--- config.mk ---
export PLATFORM = sky130hd
export DESIGN_NAME = cnt_seq_ctrl_flat
export DESIGN_NICKNAME = d
export VERILOG_FILES = /design/src/rtl/cnt_seq_ctrl_if.sv /design/src/rtl/cnt_seq_ctrl.sv /design/src/flat_wrapper.sv
export SDC_FILE = /design/constraint.sdc
export NUM_CORES = 1
export LEC_CHECK = 0
export ABC_AREA = 0
export CAP_MARGIN = 20
export CORE_UTILIZATION = 45
export DETAILED_ROUTE_END_ITERATION = 16
export PLACE_DENSITY_LB_ADDON = 0.08
export SLEW_MARGIN = 20
export SYNTH_ARGS = -nofsm -noshare
export SYNTH_HDL_FRONTEND = slang
export SYNTH_SLANG_ARGS = --single-unit
--- constraint.sdc ---
create_clock -name clk -period 1.9 [get_ports clk]
set_input_delay 0.475 -clock clk [delete_from_list [all_inputs] [get_ports clk]]
set_output_delay 0.475 -clock clk [all_outputs]
set_load 0.01 [all_outputs]
--- src/rtl/cnt_seq_ctrl_if.sv ---
// Control/status bundle for cnt_seq_ctrl: run request, run controls, run configuration
// and the observed counter/status outputs.
interface cnt_seq_ctrl_if #(
  parameter int W  = 4,
  parameter int PW = 3
);
  // Handshake: start is a level request with no ready. It is accepted only on an edge
  // where the controller is idle, and ignored otherwise. Configuration is captured on
  // that same edge. abort and pause are level controls that act only while busy.
  logic          start;
  logic          abort;
  logic          pause;
  logic [W-1:0]  start_val;
  logic [W-1:0]  end_val;
  logic          dir;
  logic [PW-1:0] div;
  logic [W-1:0]  cnt_qout;
  logic          busy;
  logic          done;
  logic [1:0]    dbg_state;

  modport master (
    output start, abort, pause, start_val, end_val, dir, div,
    input  cnt_qout, busy, done, dbg_state
  );

  modport slave (
    input  start, abort, pause, start_val, end_val, dir, div,
    output cnt_qout, busy, done, dbg_state
  );
endinterface

--- src/rtl/cnt_seq_ctrl.sv ---
// Prescaled up/down run counter. A run loads start_val, steps every div+1 clocks
// toward end_val with modulo-2^W arithmetic, and signals completion with a done pulse.
module cnt_seq_ctrl #(
  parameter int W  = 4,
  parameter int PW = 3
) (
  input  logic             clk,
  input  logic             rst_n,
  cnt_seq_ctrl_if.slave    bus
);

  typedef enum logic [1:0] {
    IDLE = 2'd0,
    LOAD = 2'd1,
    RUN  = 2'd2,
    DONE = 2'd3
  } state_t;

  localparam logic [W-1:0]  CNT_ONE = W'(1);
  localparam logic [PW-1:0] PRE_ONE = PW'(1);

  state_t        state_q, state_d;
  logic [W-1:0]  cnt_q, cnt_d, cnt_step;
  logic [PW-1:0] presc_q, presc_d;
  logic [W-1:0]  sv_q, ev_q;
  logic          dir_q;
  logic [PW-1:0] div_q;
  logic          latch_cfg;
  logic          busy_q, done_q;

  assign cnt_step = dir_q ? (cnt_q + CNT_ONE) : (cnt_q - CNT_ONE);

  always_comb begin
    state_d   = state_q;
    cnt_d     = cnt_q;
    presc_d   = presc_q;
    latch_cfg = 1'b0;
    case (state_q)
      IDLE: begin
        if (bus.start) begin
          latch_cfg = 1'b1;
          state_d   = LOAD;
        end
      end
      LOAD: begin
        if (bus.abort) begin
          state_d = IDLE;
        end else begin
          cnt_d   = sv_q;
          presc_d = '0;
          state_d = (sv_q == ev_q) ? DONE : RUN;
        end
      end
      RUN: begin
        // abort beats pause, pause beats stepping
        if (bus.abort) begin
          state_d = IDLE;
        end else if (!bus.pause) begin
          if (presc_q == div_q) begin
            presc_d = '0;
            cnt_d   = cnt_step;
            if (cnt_step == ev_q) state_d = DONE;
          end else begin
            presc_d = presc_q + PRE_ONE;
          end
        end
      end
      DONE: state_d = IDLE;
      default: state_d = IDLE;
    endcase
  end

  // busy/done are registered decodes of the state, so they trail it by one clock.
  always_ff @(posedge clk) begin
    if (!rst_n) begin
      state_q <= IDLE;
      cnt_q   <= '0;
      presc_q <= '0;
      sv_q    <= '0;
      ev_q    <= '0;
      dir_q   <= 1'b0;
      div_q   <= '0;
      busy_q  <= 1'b0;
      done_q  <= 1'b0;
    end else begin
      state_q <= state_d;
      cnt_q   <= cnt_d;
      presc_q <= presc_d;
      if (latch_cfg) begin
        sv_q  <= bus.start_val;
        ev_q  <= bus.end_val;
        dir_q <= bus.dir;
        div_q <= bus.div;
      end
      busy_q <= (state_q == LOAD) || (state_q == RUN);
      done_q <= (state_q == DONE);
    end
  end

  assign bus.cnt_qout  = cnt_q;
  assign bus.busy      = busy_q;
  assign bus.done      = done_q;
  assign bus.dbg_state = state_q;

endmodule

--- src/flat_wrapper.sv ---
// flat-port wrapper written by rule: the top's interface ports become plain ports
module cnt_seq_ctrl_flat 
#(
  parameter int W  = 4,
  parameter int PW = 3
)
  (clk, rst_n, bus_start, bus_abort, bus_pause, bus_start_val, bus_end_val, bus_dir, bus_div, bus_cnt_qout, bus_busy, bus_done, bus_dbg_state);
  cnt_seq_ctrl_if #(.W(W), .PW(PW)) bus_i ();
  input  logic clk;
  input  logic rst_n;
  input wire logic [$bits(bus_i.start)-1:0] bus_start;
  input wire logic [$bits(bus_i.abort)-1:0] bus_abort;
  input wire logic [$bits(bus_i.pause)-1:0] bus_pause;
  input wire logic [$bits(bus_i.start_val)-1:0] bus_start_val;
  input wire logic [$bits(bus_i.end_val)-1:0] bus_end_val;
  input wire logic [$bits(bus_i.dir)-1:0] bus_dir;
  input wire logic [$bits(bus_i.div)-1:0] bus_div;
  output wire logic [$bits(bus_i.cnt_qout)-1:0] bus_cnt_qout;
  output wire logic [$bits(bus_i.busy)-1:0] bus_busy;
  output wire logic [$bits(bus_i.done)-1:0] bus_done;
  output wire logic [$bits(bus_i.dbg_state)-1:0] bus_dbg_state;
  assign bus_i.start = bus_start;
  assign bus_i.abort = bus_abort;
  assign bus_i.pause = bus_pause;
  assign bus_i.start_val = bus_start_val;
  assign bus_i.end_val = bus_end_val;
  assign bus_i.dir = bus_dir;
  assign bus_i.div = bus_div;
  assign bus_cnt_qout = bus_i.cnt_qout;
  assign bus_busy = bus_i.busy;
  assign bus_done = bus_i.done;
  assign bus_dbg_state = bus_i.dbg_state;
  cnt_seq_ctrl #(.W(W), .PW(PW)) u_core (.clk(clk), .rst_n(rst_n), .bus(bus_i));
endmodule
==> Yosys cells after proc, flatten, opt, wreduce, memory -nomap -nowiden <==
Cells that the tools add are included.
{ "totals": {"ff_bits": 23, "in_bits": 17, "out_inout_bits": 8, "wordCells": 53} }
{ "op_classes": {"n_addsub": 3, "eq_ne": 14, "mux": 21, "n_reduce_logical": 6} }
{ "ops": {"columns": ["operator", "n"], "rows": [
  ["$mux 4", 5],
  ["$mux 2", 6],
  ["$mux 3", 4],
  ["$eq 4x4->1", 2],
  ["$ne 2x2->1 const B", 4],
  ["$pmux 2 s4", 1],
  ["$pmux 4 s2", 1],
  ["$reduce_and 4->1", 2],
  ["$ne 3x2->1 const B", 2],
  ["$pmux 3 s2", 1],
  ["$reduce_and 5->1", 1],
  ["$add 4x1->4 const B", 1],
  ["$eq 2x2->1 const B", 2],
  ["$sub 4x1->4 const B", 1],
  ["$add 3x1->3 const B", 1],
  ["$eq 3x3->1", 1],
  ["$mux 1", 3],
  ["$ne 3x3->1 const B", 1],
  ["$eq 2x1->1 const B", 1],
  ["$logic_not 2->1", 1],
  ["$ne 2x1->1 const B", 1],
  ["$reduce_bool 2->1", 1],
  ["$logic_or 1x1->1", 1]
]} }

==> Logic depth before layout (Yosys ltp) <==
{ "depth": {"word_depth": 8, "ltp_mapped": 8, "depth_no_buf": 7} }

==> Worst setup path before layout <==
Ideal clock, no wire load.
{ "synth_path": {"path_type": "flip-flop to flip-flop", "from": "register u_core.cnt_q[0] (netlist: u_core.bus.cnt_qout[0])", "to": "register u_core.state_q[1] (netlist: u_core.bus.dbg_state[1])", "arrival_time_ns": 1.870, "t_required_ns": 1.828, "slack_ns": -0.041, "stages_incl_launch_ff": 8, "n_path_buf": 0, "synth_period_minus_slack_ns": 1.941, "cell_sequence": "dfxtp_1 -> inv_1 -> fa_1 -> xnor2_1 -> xnor2_1 -> o2111ai_1 -> o31ai_2 -> mux2i_1"} }
{ "synth_via": {"elab_chain_cells": 5, "word_cells_on_any_way": 6, "classes_between": "add/sub: 2; eq/ne: 2; mux: 1; reduce/logical: 1"} }
{ "synth_lines": {"columns": ["item", "line", "source"], "rows": [
  ["start: declaration", "cnt_seq_ctrl.sv:23", "logic [W-1:0] cnt_q, cnt_d, cnt_step;"],
  ["start signal: assignment", "cnt_seq_ctrl.sv:87", "cnt_q <= cnt_d;"],
  ["$sub 4x1->4 / $add 4x1->4 (equally long branches)", "cnt_seq_ctrl.sv:31", "assign cnt_step = dir_q ? (cnt_q + CNT_ONE) : (cnt_q - CNT_ONE);"],
  ["$mux 4 *", "cnt_seq_ctrl.sv:31", null],
  ["$eq 4x4->1 *", "cnt_seq_ctrl.sv:62", "if (cnt_step == ev_q) state_d = DONE;"],
  ["$ne 3x2->1 (no source line) *", null, null],
  ["$reduce_and 4->1 (no source line) *", null, null],
  ["end signal: assignment", "cnt_seq_ctrl.sv:86", "state_q <= state_d;"],
  ["end: declaration", "cnt_seq_ctrl.sv:22", "state_t state_q, state_d;"]
]} }
Mark *: on every way between the ends. The rest lies on a longest branch, timed or not.
A chain may end at the register's enable or synchronous reset.

==> Worst setup path after layout <==
Ends and elaborated chain as after synthesis.

==> summary.txt <==
====================================================================================================
Result of the run ..................................................................... finished clean
Crit path launch ...................................................................... u_core.bus.cnt_qout[0]
CTS H-tree lvls .......................................................................            1
Number of diodes ......................................................................            0
Nature of the critical path endpoint ..................................................     register
Post-synthesis area per instance ......................................................     9.03 um2
Final worst path period share .........................................................        99.2%
Detailed-router iteration count before antenna repair .................................            4
Startpoint-to-endpoint class of the critical path .....................................      reg2reg
Count of flip-flops with a built-in enable after synthesis ............................            0
Share of the core filled with cells in the final layout ...............................        65.6%
Post-Syn Nets .........................................................................          165
Die height ............................................................................      54.8 um
Count of final max-slew check failures ................................................            0
Via count of the first global-routing pass ............................................          987
Transition time of the tightest slew-check pin ........................................       428 ps
Maximum vdd ir drop ...................................................................     0.487 mV
Ratio of cells with drive above 1 in the final layout .................................        19.3%
Library cells used by synthesis .......................................................           32
Fraction of power consumed by combinational cells .....................................        30.7%
Wire length of the first global-routing pass ..........................................      4210 um
Clock-pin slew reported for the worst setup and hold paths after clock tree synthesis .       120 ps
Drt wl/cell ...........................................................................      12.5 um
Number of antenna violations at the first check in global routing .....................            0
Switching power summed over all nets ..................................................   0.000328 W
Quantity of I/O buffers inserted on ports .............................................           24
Vias ..................................................................................         1033
Count of antenna-violating nets left after detailed routing ...........................            0
Synth-to-layout area growth ...........................................................        33.0%
Ratio of total power to cell area .....................................................   663 nW/um2
Worst setup path endpoint ............................................................. u_core.bus.dbg_state[1]
Worst Slack Setup Final ...............................................................      15.5 ps
Horizontal die dimension ..............................................................      54.8 um
Mapped Cells ..........................................................................          139
Startpoint of the worst register-to-register path ..................................... u_core.bus.cnt_qout[0]
Total number of placement rows ........................................................           18
First-iteration detailed-routing DRC count ............................................           14
Core area .............................................................................     2540 um2
Max Cap Viol ..........................................................................            0
Post-route setup TNS ..................................................................         0 ps
Commonest non-fill, non-tap cell in the layout ........................................ sky130_fd_sc_hd__nand2_1
Number of synthesis warnings ..........................................................            0
Fmax ..................................................................................      531 MHz
Clock tree from TritonCTS .............................................................         done
Largest net degree at the start of global routing .....................................           13
Post-synthesis cell area ..............................................................     1250 um2
Most used cells in the layout excluding fill and tap cells ............................ sky130_fd_sc_hd__nand2_1 (26), sky130_fd_sc_hd__clkdlybuf4s50_1 (24), sky130_fd_sc_hd__dfxtp_1 (20), sky130_fd_sc_hd__buf_4 (14), sky130_fd_sc_hd__xnor2_1 (11)
Power share of the sequential group ...................................................        49.7%
CTS sink count ........................................................................           23
Crit-path max FO ......................................................................            2
Class of the tightest hold or removal check ...........................................      reg2reg
Post-synthesis sequential element count ...............................................           23
GR Overflow Total .....................................................................            0
Leading cell types by total area after synthesis ...................................... sky130_fd_sc_hd__dfxtp_1 (37%), sky130_fd_sc_hd__xnor2_1 (8.4%), sky130_fd_sc_hd__ha_1 (8.0%), sky130_fd_sc_hd__nand2_1 (7.8%), sky130_fd_sc_hd__a21oi_1 (4.0%)
Startpoint of the lowest-slack hold path .............................................. u_core.div_q[2]
Clock Latency Late Sink ...............................................................       300 ps
Fraction of registers with async set or reset after synthesis .........................           0%
Post-Place Worst Slack ................................................................     -24.8 ps
Routed via count divided by cell count ................................................         5.01
Nets ..................................................................................          203
Leak pwr ..............................................................................     0.654 nW
R2r setup slk .........................................................................        20 ps
Post-route standard cell area excluding fillers .......................................     1670 um2
Arrival time reported for the critical path endpoint ..................................      2130 ps
Setup violators final .................................................................            0
Overall routed net length .............................................................      2580 um
Placer congestion estimate ............................................................        0.812
Post-Place Cell Area ..................................................................     1620 um2
Register area share after synthesis ...................................................        36.7%
CTS buffer count ......................................................................            3
Total global-route track usage ........................................................        20.2%
Crit path launch type .................................................................     register
Top-area cell type share of the netlist area ..........................................        36.7%
Data required time at the worst endpoint ..............................................      2140 ps
Switching portion of total power ......................................................        29.7%
CTS Root Buffer Type .................................................................. sky130_fd_sc_hd__clkbuf_4
Clock Tree Buf Depth ..................................................................            2
Internal power contribution ...........................................................   0.000779 W
Dominant register cell in the synthesized netlist ..................................... sky130_fd_sc_hd__dfxtp_1
Endpoint of the worst register-to-register path ....................................... u_core.bus.dbg_state[1]
Worst relative slew slack .............................................................        71.4%
Number of I/O pins ....................................................................           25
Effective utilization at floorplan ....................................................        49.3%
Post-detailed-placement half-perimeter wirelength .....................................      2010 um
Fill cells ............................................................................          231
Post-layout min period ................................................................      1880 ps
Area of the die .......................................................................     3000 um2
Hold Violations, Final ................................................................            0
Count of cells along the worst register-to-register path ..............................            7
Most area-hungry cell type in the Yosys netlist ....................................... sky130_fd_sc_hd__dfxtp_1
RSZ-0062 raised after global routing ..................................................          yes
DRC Markers ...........................................................................            0
Clk_skew ..............................................................................      1.63 ps
Fraction of power consumed by the clock network .......................................        19.6%
====================================================================================================
logic make-up after synthesis:
| family | after synthesis | share of synthesized area (%) |
|---|---|---|
| compound gates | 29 | 18.6 |
| mux | 5 | 3.99 |
| xor+xnor | 17 | 12.5 |
| buf+inv | 14 | 4.49 |
| flops | 23 | 36.7 |
| simple gates | 42 | 14.2 |
| fa+ha+maj | 9 | 9.57 |
synth_stat cells (all sizes together) (2+ instances only):
master	instances
a21oi	12
dfxtp	23
a21o	2
o21ai	2
inv	9
clkbuf	4
nand3	2
xnor2	13
xor2	4
nand2	26
ha	8
mux2i	5
and2	3
nor2	8
a21boi	5
critical path, stage by stage (launching register included):
cell and delay [ps]:
sky130_fd_sc_hd__dfxtp_2 370, sky130_fd_sc_hd__inv_2 50, sky130_fd_sc_hd__fa_2 370, sky130_fd_sc_hd__xnor2_2 160
sky130_fd_sc_hd__xnor2_1 210, sky130_fd_sc_hd__o2111ai_2 150, sky130_fd_sc_hd__o31ai_2 320, sky130_fd_sc_hd__mux2i_1 210
timing repair:
item,4_1_cts,5_1_grt
setup endpoints to repair,0,2
resized for setup,0,7
hold buffers,0,0
buffers inserted,0,1
stage by stage:
stage          cells  hold WS, ps  power [W]
2_1_floorplan    139          450   0.000756
3_3_place_gp     201          459   0.000877
3_5_place_dp     201          466   0.000883
4_1_cts          205          484    0.00110
5_1_grt          206          516    0.00119
6_report         206          482    0.00111
worst min path at each step:
stage	slack, ps	cells after the start	end
after floorplan	450	2	u_core.div_q[2]
after detailed placement	470	2	u_core.div_q[2]
final	480	2	u_core.div_q[2]
after global routing	520	2	u_core.div_q[0]
after CTS	480	2	u_core.div_q[2]
after global placement	460	2	u_core.div_q[2]
state kept, by name, indices dropped and copies added, names as in the netlist:
signal                count
u_core.ev_q               4
u_core.bus.dbg_state      2
u_core.sv_q               4
u_core.div_q              3
u_core.dir_q              1
u_core.bus.done           1
u_core.bus.cnt_qout       4
u_core.presc_q            3
u_core.bus.busy           1
per-layer routing:
| metal | up-vias | wire [um] | part of all wire [%] | global-route usage (%) |
|---|---|---|---|---|
| li1 | 531 | - | - | - |
| met3 | 6 | 89 | 3.5 | 3.06 |
| met5 | - | 0 | 0 | 0 |
| met4 | 0 | 55 | 2.1 | 10.3 |
| met1 | 474 | 1190 | 46 | 24.3 |
| met2 | 22 | 1240 | 48 | 34.1 |
layout make-up:
cell class	count	area, um2	area share, %
multi-input combinational	102	762	45.7
sequential	23	464	27.8
clock buffer	4	26.3	1.57
inverter	9	33.8	2.02
timing repair buffer	38	345	20.7
tap	30	37.5	2.25
power by group through the flow:
stage	Clock [W]	Sequential (W)	Combinational (W)
after floorplan	0	0.000560	0.000197
after global placement	0	0.000559	0.000319
after detailed placement	0	0.000560	0.000323
after CTS	0.000225	0.000549	0.000326
after global routing	0.000261	0.000557	0.000370
final	0.000218	0.000550	0.000340
No activity file was read; power rests on OpenSTA's default activity.
